==> src/rtl/keypad_driver_pkg.sv <==
// Shared definitions for the 4x4 keypad driver: FSM states, bus addresses,
// read-word field positions and the column priority helper.
package keypad_driver_pkg;

  typedef enum logic [1:0] {
    ST_SCAN     = 2'd0,
    ST_DEBOUNCE = 2'd1,
    ST_HELD     = 2'd2
  } state_t;

  localparam logic [1:0] KEYPAD_ADDR_DATA   = 2'b00;
  localparam logic [1:0] KEYPAD_ADDR_STATUS = 2'b10;

  localparam int RD_VALID_BIT = 15;
  localparam int RD_OVF_BIT   = 14;
  localparam int RD_CNT_MSB   = 10;
  localparam int RD_CNT_LSB   = 8;
  localparam int RD_CODE_MSB  = 3;
  localparam int RD_CODE_LSB  = 0;

  localparam int FIFO_DEPTH = 4;

  // Lowest-numbered active-low column wins when several are pressed.
  function automatic logic [1:0] lowest_low(input logic [3:0] col);
    if (!col[0])      return 2'd0;
    else if (!col[1]) return 2'd1;
    else if (!col[2]) return 2'd2;
    else              return 2'd3;
  endfunction

endpackage

==> src/rtl/keypad_fifo.sv <==
// Four-entry key-code FIFO; a push into a full FIFO succeeds only when a pop
// happens on the same edge.
module keypad_fifo
  import keypad_driver_pkg::*;
(
  input  logic       clk,
  input  logic       rst,
  input  logic       push,
  input  logic       pop,
  input  logic [3:0] din,
  output logic [3:0] dout,
  output logic       full,
  output logic       empty,
  output logic [2:0] count
);

  localparam int PTR_W = $clog2(FIFO_DEPTH);

  logic [3:0]       mem [FIFO_DEPTH];
  logic [PTR_W-1:0] wr_ptr;
  logic [PTR_W-1:0] rd_ptr;
  logic             do_push;
  logic             do_pop;

  assign full    = (count == 3'(FIFO_DEPTH));
  assign empty   = (count == 3'd0);
  assign do_pop  = pop && !empty;
  assign do_push = push && (!full || do_pop);
  assign dout    = mem[rd_ptr];

  always_ff @(posedge clk or posedge rst) begin
    if (rst) begin
      wr_ptr <= '0;
      rd_ptr <= '0;
      count  <= 3'd0;
    end else begin
      if (do_push) wr_ptr <= wr_ptr + PTR_W'(1);
      if (do_pop)  rd_ptr <= rd_ptr + PTR_W'(1);
      count <= count + {2'b00, do_push} - {2'b00, do_pop};
    end
  end

  always_ff @(posedge clk) begin
    if (do_push) mem[wr_ptr] <= din;
  end

endmodule

==> src/rtl/keypad_driver.sv <==
// 4x4 matrix keypad scanner with debounce and a CPU-readable key FIFO.
// Define KEYPAD_REPEAT_EN to re-push a held key every REPEAT_SLOTS slot-ends.
//
// state       | meaning
// ST_SCAN     | rotating the driven row, waiting for any low column
// ST_DEBOUNCE | row frozen, counting stable low samples of latched column
// ST_HELD     | key accepted, counting stable high samples for release
module keypad_driver
  import keypad_driver_pkg::*;
#(
  parameter int SCAN_DIV       = 20000,
  parameter int DEBOUNCE_SLOTS = 4,
  parameter int REPEAT_SLOTS   = 64
)(
  input  logic        iCpuClock,
  input  logic        iCpuReset,
  input  logic [3:0]  iKeypadCol,
  output logic [3:0]  oKeypadRow,
  input  logic        iDoKeypadRead,
  input  logic [1:0]  iKeypadAddress,
  output logic [15:0] oKeypadReadData
);

  localparam int SLOT_W  = $clog2(SCAN_DIV);
  localparam int CNT_MAX = (DEBOUNCE_SLOTS > REPEAT_SLOTS) ? DEBOUNCE_SLOTS : REPEAT_SLOTS;
  localparam int CNT_W   = $clog2(CNT_MAX + 1);
  localparam logic [SLOT_W-1:0] SLOT_LAST = SLOT_W'(SCAN_DIV - 1);
  localparam logic [CNT_W-1:0]  DEB_LAST  = CNT_W'(DEBOUNCE_SLOTS - 1);

  logic [3:0]        col_meta;
  logic [3:0]        col_sync;
  logic [SLOT_W-1:0] slot_cnt;
  logic              slot_end;
  state_t            state, state_nxt;
  logic [1:0]        row_idx, row_nxt;
  logic [3:0]        code, code_nxt;
  logic [CNT_W-1:0]  cnt, cnt_nxt;
  logic              key_low;
  logic              accept;
  logic              repeat_push;
  logic              push_req;
  logic              fifo_pop, fifo_full, fifo_empty;
  logic [2:0]        fifo_count;
  logic [3:0]        fifo_head;
  logic              ovf;
  logic              is_data, is_status;
  logic [15:0]       rd_word;

  assign slot_end   = (slot_cnt == SLOT_LAST);
  assign key_low    = ~col_sync[code[1:0]];
  assign oKeypadRow = ~(4'b0001 << row_idx);

  always_ff @(posedge iCpuClock or posedge iCpuReset) begin
    if (iCpuReset) begin
      col_meta <= 4'hF;
      col_sync <= 4'hF;
    end else begin
      col_meta <= iKeypadCol;
      col_sync <= col_meta;
    end
  end

  always_ff @(posedge iCpuClock or posedge iCpuReset) begin
    if (iCpuReset) begin
      slot_cnt <= '0;
      state    <= ST_SCAN;
      row_idx  <= 2'd0;
      code     <= 4'h0;
      cnt      <= '0;
      push_req <= 1'b0;
    end else begin
      slot_cnt <= slot_end ? '0 : slot_cnt + SLOT_W'(1);
      state    <= state_nxt;
      row_idx  <= row_nxt;
      code     <= code_nxt;
      cnt      <= cnt_nxt;
      push_req <= accept | repeat_push;
    end
  end

  // One counter serves both the press debounce and the release debounce.
  always_comb begin
    state_nxt = state;
    row_nxt   = row_idx;
    code_nxt  = code;
    cnt_nxt   = cnt;
    accept    = 1'b0;
    if (slot_end) begin
      case (state)
        ST_SCAN: begin
          if (col_sync != 4'hF) begin
            code_nxt  = {row_idx, lowest_low(col_sync)};
            cnt_nxt   = '0;
            state_nxt = ST_DEBOUNCE;
          end else begin
            row_nxt = row_idx + 2'd1;
          end
        end
        ST_DEBOUNCE: begin
          if (key_low) begin
            if (cnt == DEB_LAST) begin
              accept    = 1'b1;
              cnt_nxt   = '0;
              state_nxt = ST_HELD;
            end else begin
              cnt_nxt = cnt + CNT_W'(1);
            end
          end else begin
            cnt_nxt   = '0;
            state_nxt = ST_SCAN;
            row_nxt   = row_idx + 2'd1;
          end
        end
        ST_HELD: begin
          if (key_low) begin
            cnt_nxt = '0;
          end else if (cnt == DEB_LAST) begin
            cnt_nxt   = '0;
            state_nxt = ST_SCAN;
            row_nxt   = row_idx + 2'd1;
          end else begin
            cnt_nxt = cnt + CNT_W'(1);
          end
        end
        default: state_nxt = ST_SCAN;
      endcase
    end
  end

`ifdef KEYPAD_REPEAT_EN
  localparam logic [CNT_W-1:0] REP_LAST = CNT_W'(REPEAT_SLOTS - 1);
  logic [CNT_W-1:0] rep_cnt, rep_cnt_nxt;

  always_ff @(posedge iCpuClock or posedge iCpuReset) begin
    if (iCpuReset) rep_cnt <= '0;
    else           rep_cnt <= rep_cnt_nxt;
  end

  always_comb begin
    rep_cnt_nxt = rep_cnt;
    repeat_push = 1'b0;
    if (state != ST_HELD) begin
      rep_cnt_nxt = '0;
    end else if (slot_end) begin
      if (!key_low) begin
        rep_cnt_nxt = '0;
      end else if (rep_cnt == REP_LAST) begin
        rep_cnt_nxt = '0;
        repeat_push = 1'b1;
      end else begin
        rep_cnt_nxt = rep_cnt + CNT_W'(1);
      end
    end
  end
`else
  assign repeat_push = 1'b0;
`endif

  assign is_data   = (iKeypadAddress == KEYPAD_ADDR_DATA);
  assign is_status = (iKeypadAddress == KEYPAD_ADDR_STATUS);
  assign fifo_pop  = iDoKeypadRead && is_data && !fifo_empty;

  keypad_fifo u_fifo (
    .clk   (iCpuClock),
    .rst   (iCpuReset),
    .push  (push_req),
    .pop   (fifo_pop),
    .din   (code),
    .dout  (fifo_head),
    .full  (fifo_full),
    .empty (fifo_empty),
    .count (fifo_count)
  );

  // A dropped push beats a same-edge DATA read clearing the flag.
  always_ff @(posedge iCpuClock or posedge iCpuReset) begin
    if (iCpuReset)                                ovf <= 1'b0;
    else if (push_req && fifo_full && !fifo_pop)  ovf <= 1'b1;
    else if (iDoKeypadRead && is_data)            ovf <= 1'b0;
  end

  always_comb begin
    rd_word                            = 16'h0000;
    rd_word[RD_VALID_BIT]              = ~fifo_empty;
    rd_word[RD_OVF_BIT]                = ovf;
    rd_word[RD_CNT_MSB:RD_CNT_LSB]     = fifo_count;
    rd_word[RD_CODE_MSB:RD_CODE_LSB]   = fifo_empty ? 4'h0 : fifo_head;
  end

  assign oKeypadReadData = (is_data || is_status) ? rd_word : 16'h0000;

endmodule

==> config.mk <==
export PLATFORM = sky130hd
export DESIGN_NAME = keypad_driver
export DESIGN_NICKNAME = d
export VERILOG_FILES = /design/src/rtl/keypad_driver_pkg.sv /design/src/rtl/keypad_fifo.sv /design/src/rtl/keypad_driver.sv
export SDC_FILE = /design/constraint.sdc
export NUM_CORES = 1
export LEC_CHECK = 0
export BUFFER_PORTS_ARGS = -buffer_cell sky130_fd_sc_hd__buf_4
export CAP_MARGIN = 25
export CORE_MARGIN = 8
export CORE_UTILIZATION = 60
export CTS_CLUSTER_SIZE = 30
export DETAILED_ROUTE_END_ITERATION = 6
export PLACE_DENSITY = 0.81
export SLEW_MARGIN = 20
export SYNTH_ARGS = -nofsm -noshare
export SYNTH_HDL_FRONTEND = slang
export SYNTH_HIERARCHICAL = 1
export SYNTH_SLANG_ARGS = --single-unit
==> constraint.sdc <==
create_clock -name iCpuClock -period 5.1 [get_ports iCpuClock]
set_clock_uncertainty 0.1 [all_clocks]
set_input_delay 1.02 -clock iCpuClock [delete_from_list [all_inputs] [get_ports iCpuClock]]
set_output_delay 1.02 -clock iCpuClock [all_outputs]
set_load 0.03 [all_outputs]
Word level (Yosys, flattened, before mapping)
Memories as Yosys holds them, arrays and structs flattened.
Index checks and enable logic that the tools add are counted.
{"block": "word_totals", "input_bits": 9, "out_inout_bits": 20, "register_bits": 47, "elab_cells": 89, "mem_bits_rw": 16, "memories": 1}
{"block": "op_classes", "n_reduce_logical": 20, "bitwise_logic": 2, "n_addsub": 7, "n_lt_le_gt_ge": 1, "n_eq_ne": 13, "mux": 32, "n_shift": 1}
{"memory": "u_fifo.mem", "words": 4, "width": 4, "read_ports": 1, "rd_ports_with_merged_regs": 0, "write_ports": 1, "line_no": "keypad_fifo.sv:19", "source": "logic [3:0] mem [FIFO_DEPTH];"}
{"operator": "$mux 7", "count": 4}
{"operator": "$mux 2", "count": 11}
{"operator": "$pmux 7 s3", "count": 1}
{"operator": "$mux 16", "count": 1}
{"operator": "$add 15x1->15 const B", "count": 1}
{"operator": "$eq 15x15->1 const B", "count": 1}
{"operator": "$mux 15", "count": 1}
{"operator": "$pmux 2 s3", "count": 2}
{"operator": "$mux 1", "count": 10}
{"operator": "$ne 2x2->1 const B", "count": 5}
{"operator": "$add 7x1->7 const B", "count": 1}
{"operator": "$eq 7x2->1 const B", "count": 1}
{"operator": "$add 2x1->2 const B", "count": 3}
{"operator": "$logic_and 1x1->1", "count": 6}
{"operator": "$reduce_and 3->1", "count": 2}
{"operator": "$reduce_and 6->1", "count": 1}
{"operator": "$reduce_and 5->1", "count": 1}
{"operator": "$eq 2x2->1 const B", "count": 2}
{"operator": "$logic_not 2->1", "count": 2}
{"operator": "$mux 4", "count": 1}
{"operator": "$ne 4x4->1 const B", "count": 1}
{"operator": "$not 4->4", "count": 1}
{"operator": "$shl 1x2->4 const A", "count": 1}
{"operator": "$add 3x1->3", "count": 1}
{"operator": "other kinds (12)", "count": 15}

Depth between registers and ports, before layout
Gate-level depths: netlist of the first run.
{"block": "depth", "depth_word": 8, "mapped_depth": 9, "ltp_nobuf": 9}

Cells and area by module
The synthesis of the first run kept the hierarchy.
{"mod": "keypad_driver", "n_inst": 1, "cells_per_inst": 192, "area_per_inst_um2": 2043.2, "seq_area_each_um2": 1011.0}
{"mod": "keypad_fifo", "n_inst": 1, "cells_per_inst": 57, "area_per_inst_um2": 1007.2, "seq_area_each_um2": 655.6}

Worst setup path after synthesis of the first run
Ideal clock, no wire load.
{"block": "synth_path", "path_type": "input-to-output", "startpoint": "input iKeypadAddress[0]", "endpoint": "output oKeypadReadData[0]", "arrival_ps": 1907, "path_stages": 2, "slack_ps": 2073, "required_time_ps": 3980, "path_buffers": 0, "path_cell_list": "nor2_1 and2_1"}
{"block": "synth_between", "elab_chain_cells": 3, "elab_cells_between_ends": 4}
{"item": "start, declared", "line_no": "keypad_driver.sv:20", "source": "input logic [1:0] iKeypadAddress,"}
{"item": "$eq 2x2->1 / $logic_not 2->1 (equally long branches)", "line_no": "keypad_driver.sv:160, keypad_driver.sv:159"}
{"item": "$logic_or 1x1->1 *", "line_no": "keypad_driver.sv:190", "source": "assign oKeypadReadData = (is_data || is_status) ? rd_word : 16'h0000;"}
{"item": "$mux 16 *", "line_no": "keypad_driver.sv:190"}
{"item": "end, declared", "line_no": "keypad_driver.sv:21", "source": "output logic [15:0] oKeypadReadData"}
Every way passes the cells marked *; elsewhere a longest branch is shown, timed or not.

Final worst setup path of the first run
{"block": "layout_path", "startpoint": "register u_fifo.rd_ptr[0]", "endpoint": "output oKeypadReadData[3]"}
{"block": "layout_between", "elab_chain_cells": 3}
{"item": "start, declared", "line_no": "keypad_fifo.sv:21", "source": "logic [PTR_W-1:0] rd_ptr;"}
{"item": "start signal, assigned", "line_no": "keypad_fifo.sv:38", "source": "if (do_pop) rd_ptr <= rd_ptr + PTR_W'(1);"}
{"item": "$mem_v2 4x4"}
{"item": "net fifo_head[3]", "line_no": "keypad_driver.sv:44", "source": "logic [3:0] fifo_head;"}
{"item": "$mux 4", "line_no": "keypad_driver.sv:187", "source": "rd_word[RD_CODE_MSB:RD_CODE_LSB] = fifo_empty ? 4'h0 : fifo_head;"}
{"item": "$mux 16", "line_no": "keypad_driver.sv:190"}
The timed path passes the listed nets, and every way through them passes these cells.

==> results of run 1 <==
==> sequential cells by signal, indices dropped and copies added (netlist names) <==
register	count
col_meta	4
u_fifo/count	3
u_fifo/wr_ptr	2
cnt	7
push_req	1
col_sync	4
code	4
state	2
u_fifo/mem	16
slot_cnt	15
u_fifo/rd_ptr	2
row_idx	2
ovf	1
==> layer usage <==
metal	up-vias	routed length, µm
met5	-	0
met4	0	123
met3	11	229
met2	34	2434
met1	878	2175
li1	909	-
==> placed cells by master, fill, tap and decap left out, drive strengths merged, types with 2 or more instances in the layout <==
master	synthesis	routed
nor2b	5	5
nor2	15	15
xor2	6	6
dfrtp	39	39
or2	2	2
buf	9	22
mux2	2	2
nand2	11	11
o2bb2ai	5	5
and2	8	8
clkbuf	0	10
nor3	4	4
nor3b	3	3
bufinv	0	4
conb	1	7
nand3	8	8
o21ai	12	12
inv	22	22
edfxtp	16	16
nand4	5	5
xnor2	13	13
a21oi	3	3
ha	15	15
dfstp	8	8
nand2b	7	7
mux4	5	5
and3	7	7
nor4	2	2
mux2i	3	3
==> power groups by stage <==
stage	clock [mW]	combinational (mW)	sequential, mW
2_1_floorplan	0	0.122	0.578
3_3_place_gp	0	0.133	0.597
3_5_place_dp	0	0.138	0.599
4_1_cts	0.580	0.139	0.590
5_1_grt	0.601	0.150	0.596
6_report	0.570	0.137	0.588
==> layout make-up <==
class,instances,area (µm²)
Clock buffer,10,137.6
Clock inverter,6,131.4
Fill cell,369,1480
Inverter,22,82.58
Multi-Input combinational cell,161,1259
Sequential cell,63,1667
Tap cell,70,87.58
Timing Repair Buffer,22,165.2
==> cell families after synthesis <==
kind of cell               Yosys count  synth area share (%)
and+or+nand+nor                     83                 16.61
DFF                                 63                 54.63
buffers and inverters               31                 4.840
AOI/OAI and AO/OA                   26                 5.865
xor gates and xnor gates            19                 5.455
adders and majority gates           16                 6.809
muxes                               10                 5.661
other                                1                0.1229
==> through the flow <==
step | power (mW) | hold slack (ns) | instances
after floorplan | 0.7000 | 0.2452 | 255
after global placement | 0.7303 | 0.2463 | 338
after detailed placement | 0.7372 | 0.2472 | 338
after CTS | 1.310 | 0.2568 | 354
after global routing | 1.346 | 0.2598 | 354
final | 1.296 | 0.2563 | 354
==> worst max-delay path: stages (launching register included) <==
cell	delay, ns
dfrtp_1	0.54
mux4_2	0.54
and2_1	0.14
buf_4	0.16
==> worst min-delay path by stage <==
| stage | cells past startpoint | end | startpoint |
|---|---|---|---|
| finish | 0 | col_sync[0] | col_meta[0] |
| global route | 0 | col_sync[0] | col_meta[0] |
| CTS | 0 | col_sync[3] | col_meta[3] |
| detailed placement | 0 | col_sync[0] | col_meta[0] |
| global placement | 0 | col_sync[0] | col_meta[0] |
| floorplan | 0 | col_sync[0] | col_meta[0] |
==> flow_summary.toml, run 1 <==
[status]
outcome = "finished, final reports clean"

[pwr]
p_leak_nw = 1.606
pwr_density_cell_nw_per_um2 = 367.0
combinationalPowerShare_pct = 10.6
p_clk_share_pct = 44.0
p_int_mw = 0.9949
seq_power_share_pct = 45.4
netSwitchingFraction_pct = 23.20
p_sw_mw = 0.3006
vdd_drop_max_uv = 285.5

[synth]
synthesis.area_um2 = 3050
yosysWarnings = 6
synth_top_area_share_pct = 31.99
synthFlopType = "dfrtp_1"
yosys.area.top_type = "dfrtp_1"
synth_most_common_cell = "dfrtp_1"
async_reset_ff_share_pct = 74.60
synth_area_leaders = "dfrtp_1 (32%), edfxtp_1 (16%), dfstp_2 (6.9%)"
syn_area_per_cell_um2 = 12.25
synthTopCellsByCount = "dfrtp_1 (39), inv_1 (22), edfxtp_1 (16)"
synth_edf_count = 16
yosys_register_bits = 63
synth_cells = 249
seq_area_frac_synth_pct = 54.63
ys_types = 45

[global_route]
antenna_found_initial = 0
grt_start_max_net_pins = 41
grt_use_total_pct = 14.61
met3_usage_pct = 3.585
grt_pass1_wl_um = 8404
grt_pass1_vias = 1867
grt-ovfl-total = 0
use_met2_pct = 24.17
grt-busiest-layer = "met2"
grt_use_met1_pct = 16.45

[sta]
hold_violations = 0
grt_setup_unrepaired = "no"
fin_crit_sh_pct = 55.54
setup_tns_ns = 0
max_freq_ghz = 0.3530
slew_headroom_pct = 59.75
slew_viol_final = 0
final.setup.worst_slack_ns = 2.267
timing.final.crit_period_ns = 2.833
worst_slew_pin_slew_ns = 0.5993
setup_viol = 0

[clock_tree]
hold_buffers = 0
cts_sinks = 63
cts_buffer_depth = 2
htreeDepth = 3
clk_latency_ns = 0.34
root_buffer = "clkbuf_8"
post_cts_resized = 0
path_clk_slew_ns = 0.06
cts_buffers = 9
cts_setup_buffers = 0
cts_tree = "built"

[floorplanning]
dieArea_um2 = 7621
die_x_um = 87.30
dieHeight_um = 87.30
initial_utilization_pct = 60.89
ios = 29
rows = 26
core_um2 = 5010

[placed_design]
gp_congestion = 0.8252
port_buffers = 21
pre_cts_ws_ns = 2.143
dpl_cell_area_um2 = 3261
dp_hpwl_um = 3522

[setup_path]
r2r-end = "row_idx[1]"
startpoint = "u_fifo/rd_ptr[0]"
crit_path_max_fanout = 6
reg2reg_depth = 5
r2r_start = "slot_cnt[12]"
rrSetupSlack_ns = 2.44
critPathRequiredTime_ns = 3.98
cp-start-kind = "register"
cp.arrival_ns = 1.71
end_kind = "output port"
timing.critical_path.to = "oKeypadReadData[3]"
worstSetupPathType = "register to output port"

[hold_path]
hp-class = "register to register"

[routing]
drt_iter0_drc = 63
vias_per_cell = 5.175
routedWlPerCell_um = 14.02
routed_wl_um = 4962
num_vias = 1832
post-route-drc-count = 0
ant_nets = 0
drtPass1Iterations = 4

[final_layout]
design_area_um2 = 3530
num_antenna_cells = 0
drive_gt1_share_pct = 22.18
syn_to_final_growth_pct = 15.71
nets = 304
fin_util_pct = 70.45

[job]
drv_cap = 0
Power figures use the tool's default switching activity.
==> run 2, diff against run 1 <==
Settings changed: CORE_UTILIZATION 60 to 53, PLACE_DENSITY 0.81 to 0.75.
Clock period 5.1 ns to 2.3 ns, I/O delays scaled along.
==> flow_summary.toml, run 2 (synthesis results as in run 1) <==
[setup_path]
cpPeakStageDelay_ns = 0.46
cp-start-kind = "register"
cp.arrival_ns = 2.36
startpoint = "u_fifo/count[0]"
r2r_start = "u_fifo/count[0]"
crit_path_max_fanout = 4
critPathRequiredTime_ns = 2.41
end_kind = "register"
cp_slowest_cell = "dfrtp_2"
crit_chain = "nor3_4 > nor3_2 > o31ai_4 > or2_1 > a21bo_1 > ha_2 > fa_2 > xnor2_2 > xnor2_1"
worstSetupPathType = "register to register"

[floorplanning]
ios = 29
rows = 27
dieHeight_um = 91.87
dieArea_um2 = 8439
die_x_um = 91.87
initial_utilization_pct = 55.06
core_um2 = 5540

[clock_tree]
cts_buffers = 9
clk_latency_ns = 0.33
root_buffer = "clkbuf_8"
path_clk_slew_ns = 0.07
cts_sinks = 63
cts_tree = "built"
htreeDepth = 3
cts_buffer_depth = 2

[placed_design]
gp_congestion = 0.8056
dpl_cell_area_um2 = 3403
port_buffers = 21
dp_hpwl_um = 3862

[final_layout]
top_register = "u_fifo/mem"
syn_to_final_growth_pct = 20.02
design_area_um2 = 3661
drive_gt1_share_pct = 30.29
num_antenna_cells = 0
largest_register_ffs = 16
nets = 327
nFillCells = 466
layout.cells.most_common = "buf_4"
layout_top_registers = "u_fifo/mem x16, slot_cnt x15, cnt x7"
final_cell_mix = "buf_4 (43), dfrtp_1 (36), inv_1 (22), edfxtp_1 (16), nor2_1 (15)"

[status]
outcome = "finished, final reports clean"

[pwr]
vdd_drop_max_uv = 543.2
power_mw = 2.535
p_leak_nw = 1.686
pwr_density_cell_nw_per_um2 = 692.3

[routing]
vias_per_cell = 5.179
num_vias = 1963
post-route-drc-count = 0
drtPass1Iterations = 4
ant_nets = 0
routed_wl_um = 5378
routedWlPerCell_um = 14.19
drt_iter0_drc = 71

[sta]
slew_headroom_pct = 66.22
worst_slew_pin_slew_ns = 0.5066
grt_setup_unrepaired = "yes"
fin_crit_sh_pct = 97.90
slew_viol_final = 0
max_freq_ghz = 0.4441
hold_violations = 0
timing.final.crit_period_ns = 2.252
setup_viol = 0

[global_route]
grt_pass1_vias = 2084
grt_pass1_wl_um = 9225
antenna_found_initial = 0
grt-ovfl-total = 0
grt_use_total_pct = 13.61
grt_start_max_net_pins = 41

[hold_path]
hp-class = "primary input to register"
min-delay-start = "iKeypadCol[2]"

[job]
drv_cap = 0
[run 2: metrics by stage]
step	utilization, %	TNS [ns]	std cells	worst slack, ns	hold slack (ns)
5_1_grt	66.08	-0.02265	379	-0.02265	0.1115
4_1_cts	64.91	0	376	0.008303	0.1113
6_report	66.08	0	379	0.04833	0.1347
3_5_place_dp	61.43	-0.1697	358	-0.1230	0.2468
2_1_floorplan	-	0	255	0.03718	0.1634
3_3_place_gp	61.43	-0.01855	358	-0.01409	0.2456
[run 2: area by class of cell]
cell class,instances,area (µm²),share of cell area (%)
Sequential cell,63,1670,45.63
Multi-Input combinational cell,161,1309,35.75
Timing Repair Buffer,45,344.1,9.398
Clock buffer,10,127.6,3.486
Tap cell,72,90.09,2.461
Inverter,22,82.58,2.256
Clock inverter,6,37.54,1.025
[run 2: worst paths after layout]
check                                    to  slack, ns  depth (start not counted)
min                             col_meta[2]       0.13                          1
max reg2reg                 u_fifo/count[2]       0.05                          9
min in group asynchronous  u_fifo/wr_ptr[0]       0.53                          3
max in group asynchronous       col_meta[0]       0.99                          4
max                         u_fifo/count[2]       0.05                          9
min reg2reg                     col_sync[2]       0.26                          0
[run 2: repair_timing]
| action | in CTS | in global routing |
|---|---|---|
| hold buffers | 1 | 0 |
| setup buffers | 1 | 3 |
| pin swaps | 1 | 4 |
| hold endpoints to repair | 7 | 0 |
| gates resized for setup | 3 | 9 |
| endpoints found under the setup margin | 4 | 9 |
[run 2: worst max-delay path: cells and delay by family (launching register included)]
family          cells  cell delay [ns]
compound gates      2             0.29
xor+xnor            2             0.28
fa+ha+maj           2             0.55
flops               1             0.46
simple gates        3             0.45
[run 2: power by group]
group | internal, mW | switching [mW]
registers | 1.21 | 0.105
clock network | 0.384 | 0.401
logic | 0.219 | 0.217
total | 1.81 | 0.723
[run 2: routing by layer]
metal  track usage (%)  part of all wire, %  vias to the layer above
met1             14.66                   42                      970
li1                  -                    -                      945
met5                 0                    0                        -
met3             4.156                  4.8                       12
met2             22.88                   50                       36
met4             8.591                  2.5                        0
